==> src/rtl/ccr_pkg.sv <==
// Shared constants and types for the CCR flag scheduler.
// Holds flag bit positions, the scheduler FSM state type and the shadow
// stack capacity. Define CCR_NEST_EN to allow one nested interrupt
// (capacity 2); otherwise a single shadow entry is provided.
package ccr_pkg;

    localparam int unsigned Z_BIT = 0;
    localparam int unsigned N_BIT = 1;
    localparam int unsigned C_BIT = 2;
    localparam int unsigned V_BIT = 3;

    // Width of the occupancy counter; covers 0..2.
    localparam int unsigned DEPTH_W = 2;

`ifdef CCR_NEST_EN
    localparam int unsigned SHADOW_CAP = 2;
`else
    localparam int unsigned SHADOW_CAP = 1;
`endif

    typedef enum logic [1:0] {
        RUN     = 2'd0,
        SAVE    = 2'd1,
        RESTORE = 2'd2
    } state_t;

endpackage

==> src/rtl/ccr_shadow_stack.sv <==
// LIFO of saved CCR values used across interrupt entry/return.
// Ports:
//   clk, rst   - clock, asynchronous active-low reset
//   push, din  - store din on top (ignored when full)
//   pop        - discard top entry (ignored when empty)
//   top        - current top entry (RST_FLAGS when empty)
//   depth      - number of occupied entries
//   full/empty - occupancy status
module ccr_shadow_stack
    import ccr_pkg::*;
#(
    parameter int unsigned       FLAG_W    = 4,
    parameter logic [FLAG_W-1:0] RST_FLAGS = '0,
    parameter int unsigned       CAP       = SHADOW_CAP
) (
    input  logic               clk,
    input  logic               rst,
    input  logic               push,
    input  logic               pop,
    input  logic [FLAG_W-1:0]  din,
    output logic [FLAG_W-1:0]  top,
    output logic [DEPTH_W-1:0] depth,
    output logic               full,
    output logic               empty
);

    logic [FLAG_W-1:0] mem [CAP];

    assign full  = (depth == DEPTH_W'(CAP));
    assign empty = (depth == '0);

    // Entry storage and occupancy counter.
    always_ff @(posedge clk or negedge rst) begin
        if (!rst) begin
            depth <= '0;
            for (int unsigned i = 0; i < CAP; i++) begin
                mem[i] <= RST_FLAGS;
            end
        end else if (push && !full) begin
            for (int unsigned i = 0; i < CAP; i++) begin
                if (32'(depth) == i) begin
                    mem[i] <= din;
                end
            end
            depth <= depth + DEPTH_W'(1);
        end else if (pop && !empty) begin
            depth <= depth - DEPTH_W'(1);
        end
    end

    // Top-of-stack select; a loop avoids a zero-width index at capacity 1.
    always_comb begin
        top = RST_FLAGS;
        for (int unsigned i = 0; i < CAP; i++) begin
            if (32'(depth) == i + 32'd1) begin
                top = mem[i];
            end
        end
    end

endmodule

==> src/rtl/ccr_flag_sched.sv <==
// CCR flag scheduler: merges ALU / set-carry / clear-carry updates into the
// condition code register and saves/restores it around interrupts.
// Optional feature: define CCR_NEST_EN for a two-deep shadow stack.
// Ports:
//   clk, rst      - clock, asynchronous active-low reset
//   ccr_q         - current CCR contents
//   alu_flag_vld  - ALU flags valid; alu_flags/alu_mask select affected bits
//   setc, clrc    - force carry to 1 / 0 (both together: no carry change)
//   int_ack, rti  - interrupt entry (save) / return (restore)
//   stall         - suppress new CCR writes while in RUN
//   flags_o       - registered next CCR value
//   flag_en_o     - registered CCR write enable
//   busy          - save or restore in progress
//   depth         - occupied shadow entries
//   ovf_err       - sticky: int_ack with stack full
//   unf_err       - sticky: rti with stack empty
module ccr_flag_sched
    import ccr_pkg::*;
#(
    parameter int unsigned       FLAG_W    = 4,
    parameter logic [FLAG_W-1:0] RST_FLAGS = '0
) (
    input  logic               clk,
    input  logic               rst,
    input  logic [FLAG_W-1:0]  ccr_q,
    input  logic               alu_flag_vld,
    input  logic [FLAG_W-1:0]  alu_flags,
    input  logic [FLAG_W-1:0]  alu_mask,
    input  logic               setc,
    input  logic               clrc,
    input  logic               int_ack,
    input  logic               rti,
    input  logic               stall,
    output logic [FLAG_W-1:0]  flags_o,
    output logic               flag_en_o,
    output logic               busy,
    output logic [DEPTH_W-1:0] depth,
    output logic               ovf_err,
    output logic               unf_err
);

    localparam logic [FLAG_W-1:0] C_MASK = FLAG_W'(1) << C_BIT;

    state_t            state;
    state_t            state_nxt;
    logic [FLAG_W-1:0] merged;
    logic [FLAG_W-1:0] flags_nxt;
    logic              flag_en_nxt;
    logic              push;
    logic              pop;
    logic              ovf_set;
    logic              unf_set;
    logic [FLAG_W-1:0] shadow_top;
    logic              shadow_full;
    logic              shadow_empty;

    ccr_shadow_stack #(
        .FLAG_W    (FLAG_W),
        .RST_FLAGS (RST_FLAGS),
        .CAP       (SHADOW_CAP)
    ) u_shadow (
        .clk   (clk),
        .rst   (rst),
        .push  (push),
        .pop   (pop),
        .din   (ccr_q),
        .top   (shadow_top),
        .depth (depth),
        .full  (shadow_full),
        .empty (shadow_empty)
    );

    // ALU merge followed by carry override; setc with clrc cancels out.
    always_comb begin
        merged = alu_flag_vld ? ((ccr_q & ~alu_mask) | (alu_flags & alu_mask)) : ccr_q;
        if (setc && !clrc) begin
            merged = merged | C_MASK;
        end else if (clrc && !setc) begin
            merged = merged & ~C_MASK;
        end
    end

    // Next-state and output decode.
    always_comb begin
        state_nxt   = state;
        flags_nxt   = flags_o;
        flag_en_nxt = 1'b0;
        push        = 1'b0;
        pop         = 1'b0;
        ovf_set     = 1'b0;
        unf_set     = 1'b0;
        case (state)
            RUN: begin
                if (int_ack) begin
                    if (shadow_full) begin
                        ovf_set = 1'b1;
                    end else begin
                        state_nxt = SAVE;
                    end
                end else if (rti) begin
                    if (shadow_empty) begin
                        unf_set = 1'b1;
                    end else begin
                        state_nxt = RESTORE;
                    end
                end else if (!stall) begin
                    flags_nxt   = merged;
                    flag_en_nxt = alu_flag_vld | setc | clrc;
                end
            end
            SAVE: begin
                push      = 1'b1;
                state_nxt = RUN;
            end
            RESTORE: begin
                // Restore completes regardless of stall so the saved CCR is never lost.
                pop         = 1'b1;
                flags_nxt   = shadow_top;
                flag_en_nxt = 1'b1;
                state_nxt   = RUN;
            end
            default: begin
                state_nxt = RUN;
            end
        endcase
    end

    // State and registered outputs.
    always_ff @(posedge clk or negedge rst) begin
        if (!rst) begin
            state     <= RUN;
            flags_o   <= RST_FLAGS;
            flag_en_o <= 1'b0;
            busy      <= 1'b0;
            ovf_err   <= 1'b0;
            unf_err   <= 1'b0;
        end else begin
            state     <= state_nxt;
            flags_o   <= flags_nxt;
            flag_en_o <= flag_en_nxt;
            busy      <= (state_nxt != RUN);
            ovf_err   <= ovf_err | ovf_set;
            unf_err   <= unf_err | unf_set;
        end
    end

endmodule

==> config.mk <==
export PLATFORM = sky130hd
export DESIGN_NAME = ccr_flag_sched
export DESIGN_NICKNAME = d
export VERILOG_FILES = /design/src/rtl/ccr_pkg.sv /design/src/rtl/ccr_shadow_stack.sv /design/src/rtl/ccr_flag_sched.sv
export SDC_FILE = /design/constraint.sdc
export NUM_CORES = 1
export LEC_CHECK = 0
export ABC_AREA = 1
export CAP_MARGIN = 0
export CORE_MARGIN = 4
export CORE_UTILIZATION = 39
export CTS_CLUSTER_SIZE = 20
export DETAILED_ROUTE_END_ITERATION = 16
export PLACE_DENSITY = 0.74
export SLEW_MARGIN = 25
export SYNTH_ARGS = -nofsm -noshare
export SYNTH_HDL_FRONTEND = slang
export SYNTH_SLANG_ARGS = --single-unit
==> constraint.sdc <==
create_clock -name clk -period 1.2 [get_ports clk]
set_input_delay 0.24 -clock clk [delete_from_list [all_inputs] [get_ports clk]]
set_output_delay 0.24 -clock clk [all_outputs]
set_load 0.01 [all_outputs]
==> flow_metrics.tcl <==
set metrics [dict create \
    status "complete, but fails checks" \
    violations "setup timing" \
    synth_cell_type_count 20 \
    netlist_top_cells_count "32 x nand2_1, 16 x dfrtp_1, 12 x inv_1" \
    synth_adder_area_share_pct 3.00 \
    seqCellArea_um2 403 \
    drtIter0Drc 10 \
    grt_pass1_wl_um 3690 \
    clkLatencyLatePin_ps 290 \
    dpl-instance-area_mm2 0.00123 \
    ant_nets 0 \
    initial_core_util_pct 41.7 \
    critPathLaunchType "flop" \
    setup_viol 9 \
    synth_top_family_by_area "simple AND/OR/NAND/NOR gates" \
    wl_um 2290 \
    setup_ws_ps -108 \
    wire_per_inst_um 12.6 \
    ys_seq_elements 16 \
    crit_fanout 7 \
    fmax_mhz 764 \
    synth-xor-area-share_pct 1.05 \
    synthSimpleGateAreaFrac_pct 30.0 \
    fin_crit_sh_pct 109 \
    clock-root-buffer "clkbuf_4" \
    cp.required_ps 1390 \
    ys_warn_count 0 \
    yosysTopAreaCell "dfrtp_1" \
    antenna_found_initial 0 \
    slew_violations 0 \
    rsz0062_at_grt "true" \
    async_flop_share_pct 100 \
    place_ws_ps -150 \
    stdcell_area_mm2 0.00143 \
    dieWidth_um 54.3 \
    dp.cells 170 \
    path_clk_slew_ps 110 \
    grt_pass1_vias 890 \
    synthMuxAreaShare_pct 0 \
    synth_compound_area_share_pct 9.90 \
    drt_pass1_iterations 4 \
    ys_seq_area_share_pct 48.0 \
    period_needed_ps 1310 \
    p_leak_nw 0.705 \
    gp_congestion 0.781 \
    cts_buffers 3 \
    netlist_instances 106 \
    tns_ps -609 \
    yosys.area.top_type_share_pct 48.0 \
    antenna_cells 0 \
    vias 875 \
    syn_nets 128 \
    yosysMostFrequentCell "nand2_1" \
    io_pins 30 \
    htree_levels 1 \
    drc 0 \
    ys.flop_type "dfrtp_1" \
    post-route-util_pct 71.2 \
    grt.total_usage_pct 17.7 \
    fp.coreArea_mm2 0.00200 \
    path_class "flop to flop" \
    synth_area_leaders "dfrtp_1 48%, nand2_1 14%, nand3_1 6.0%" \
    synth_edf_count 0 \
    hp-class "primary input to asynchronous set/reset pin" \
    dieHeight_um 54.3 \
    row_count 16 \
    powerDensity_mw_per_mm2 2120 \
    cts_tree "yes" \
    grt_max_degree 17 \
    hold_violations 0 \
    clk_path_buf_depth 2 \
    ir_drop_uv 1640 \
    syn2layout_area_growth_pct 70.8 \
    nets 178 \
    overflow 0 \
    avgSynthCellArea_um2 7.87 \
    instances_no_fill 182 \
    numPortBuffers 29 \
    timing.slew.headroom_pct 81.0 \
    place_hpwl_um 1520 \
    synth.cell_area_um2 835 \
    cap_violations 0 \
    drive_above_1_share_pct 34.8 \
    vias_per_cell 4.81 \
    fillCellCount 161 \
    end_kind "flop" \
    worst_pin_slew_ps 284 \
    finalClockSkew_ps 5.67 \
    arrival_ps 1500 \
    die-area_mm2 0.00294 \
    clkSinkCount 16 \
    multiInputGateArea_um2 483 \
]
## cells in the final DEF, fill, tap and decap left out, types with 4 or more instances in the layout
cell type	count
nand2_1	27
buf_4	14
nand2_2	4
clkbuf_2	4
nand3_1	7
dfrtp_1	14
inv_1	10
clkdlybuf4s50_1	19
nor2_1	9
clkdlybuf4s15_1	5
o21ai_2	4
## final timing paths
kind	start	endpoint	cells past startpoint	slack, ps
setup / recovery	u_shadow.depth[0]	u_shadow.mem[3]	8	-110
hold / removal	rst	flag_en_o	2	260
setup reg to reg	u_shadow.depth[0]	u_shadow.mem[3]	8	-110
hold reg to reg	ovf_err	ovf_err	1	490
max in group asynchronous	rst	u_shadow.depth[0]	2	740
min in group clk	ovf_err	ovf_err	1	490
## cells by family (layout without fill, tap and decap cells)
family / Yosys count / after routing
DFF: 16 / 16
AOI/OAI and AO/OA: 13 / 13
buffers and inverters: 16 / 65
adders and majority gates: 2 / 2
xor gates and xnor gates: 1 / 1
and+or+nand+nor: 58 / 58
## through the flow
stage | hold WS, ps | total power, mW
6_report | 263 | 3.02
2_1_floorplan | -55.6 | 1.56
3_5_place_dp | 463 | 2.17
3_3_place_gp | 457 | 2.13
4_1_cts | 280 | 2.81
5_1_grt | 276 | 3.25
## metal layers
layer  routed length [um]  vias up  track usage [%]  part of all wire (%)
met1                  933      409             21.3                    41
met4                   48        0             7.47                   2.1
met5                    0        -                0                     0
met2                 1170       25             30.3                    51
li1                     -      435                -                     -
met3                  130        6             3.54                   5.7
## registers in the layout (all words and copies together), names as in the netlist
name	cells
busy	1
flag_en_o	1
flags_o	4
ovf_err	1
state	2
u_shadow.depth	2
u_shadow.mem	4
unf_err	1
## worst max-delay path: stages, from the launching register on
cell and delay, ps:
dfrtp_2 430, buf_6 120, ha_4 170, inv_4 60
nand3b_4 120, inv_4 120, nand2_8 80, nand2_4 70
o21ai_2 50
## timing repair
item	CTS	global route
endpoints found under the setup margin	17	21
pin swaps	9	9
hold buffers	0	0
setup buffers	6	2
endpoints found under the hold margin	0	0
gates resized for setup	30	25
## report_power, final
group | total (mW) | switching [mW] | internal, mW | leakage [nW]
Clock | 0.373 | 0.188 | 0.185 | 0.0210
Sequential | 0.938 | 0.170 | 0.768 | 0.188
Combinational | 1.71 | 0.832 | 0.881 | 0.496
## area by class of cell
| class | count | share of cell area (%) |
|---|---|---|
| inverters | 15 | 4.30 |
| clock buffers | 4 | 2.55 |
| flip-flops and latches | 16 | 28.3 |
| repair buffers | 46 | 28.6 |
| well taps | 27 | 2.37 |
| multi-input cells | 74 | 33.9 |
Note: power is estimated with default switching activity, not from simulation.
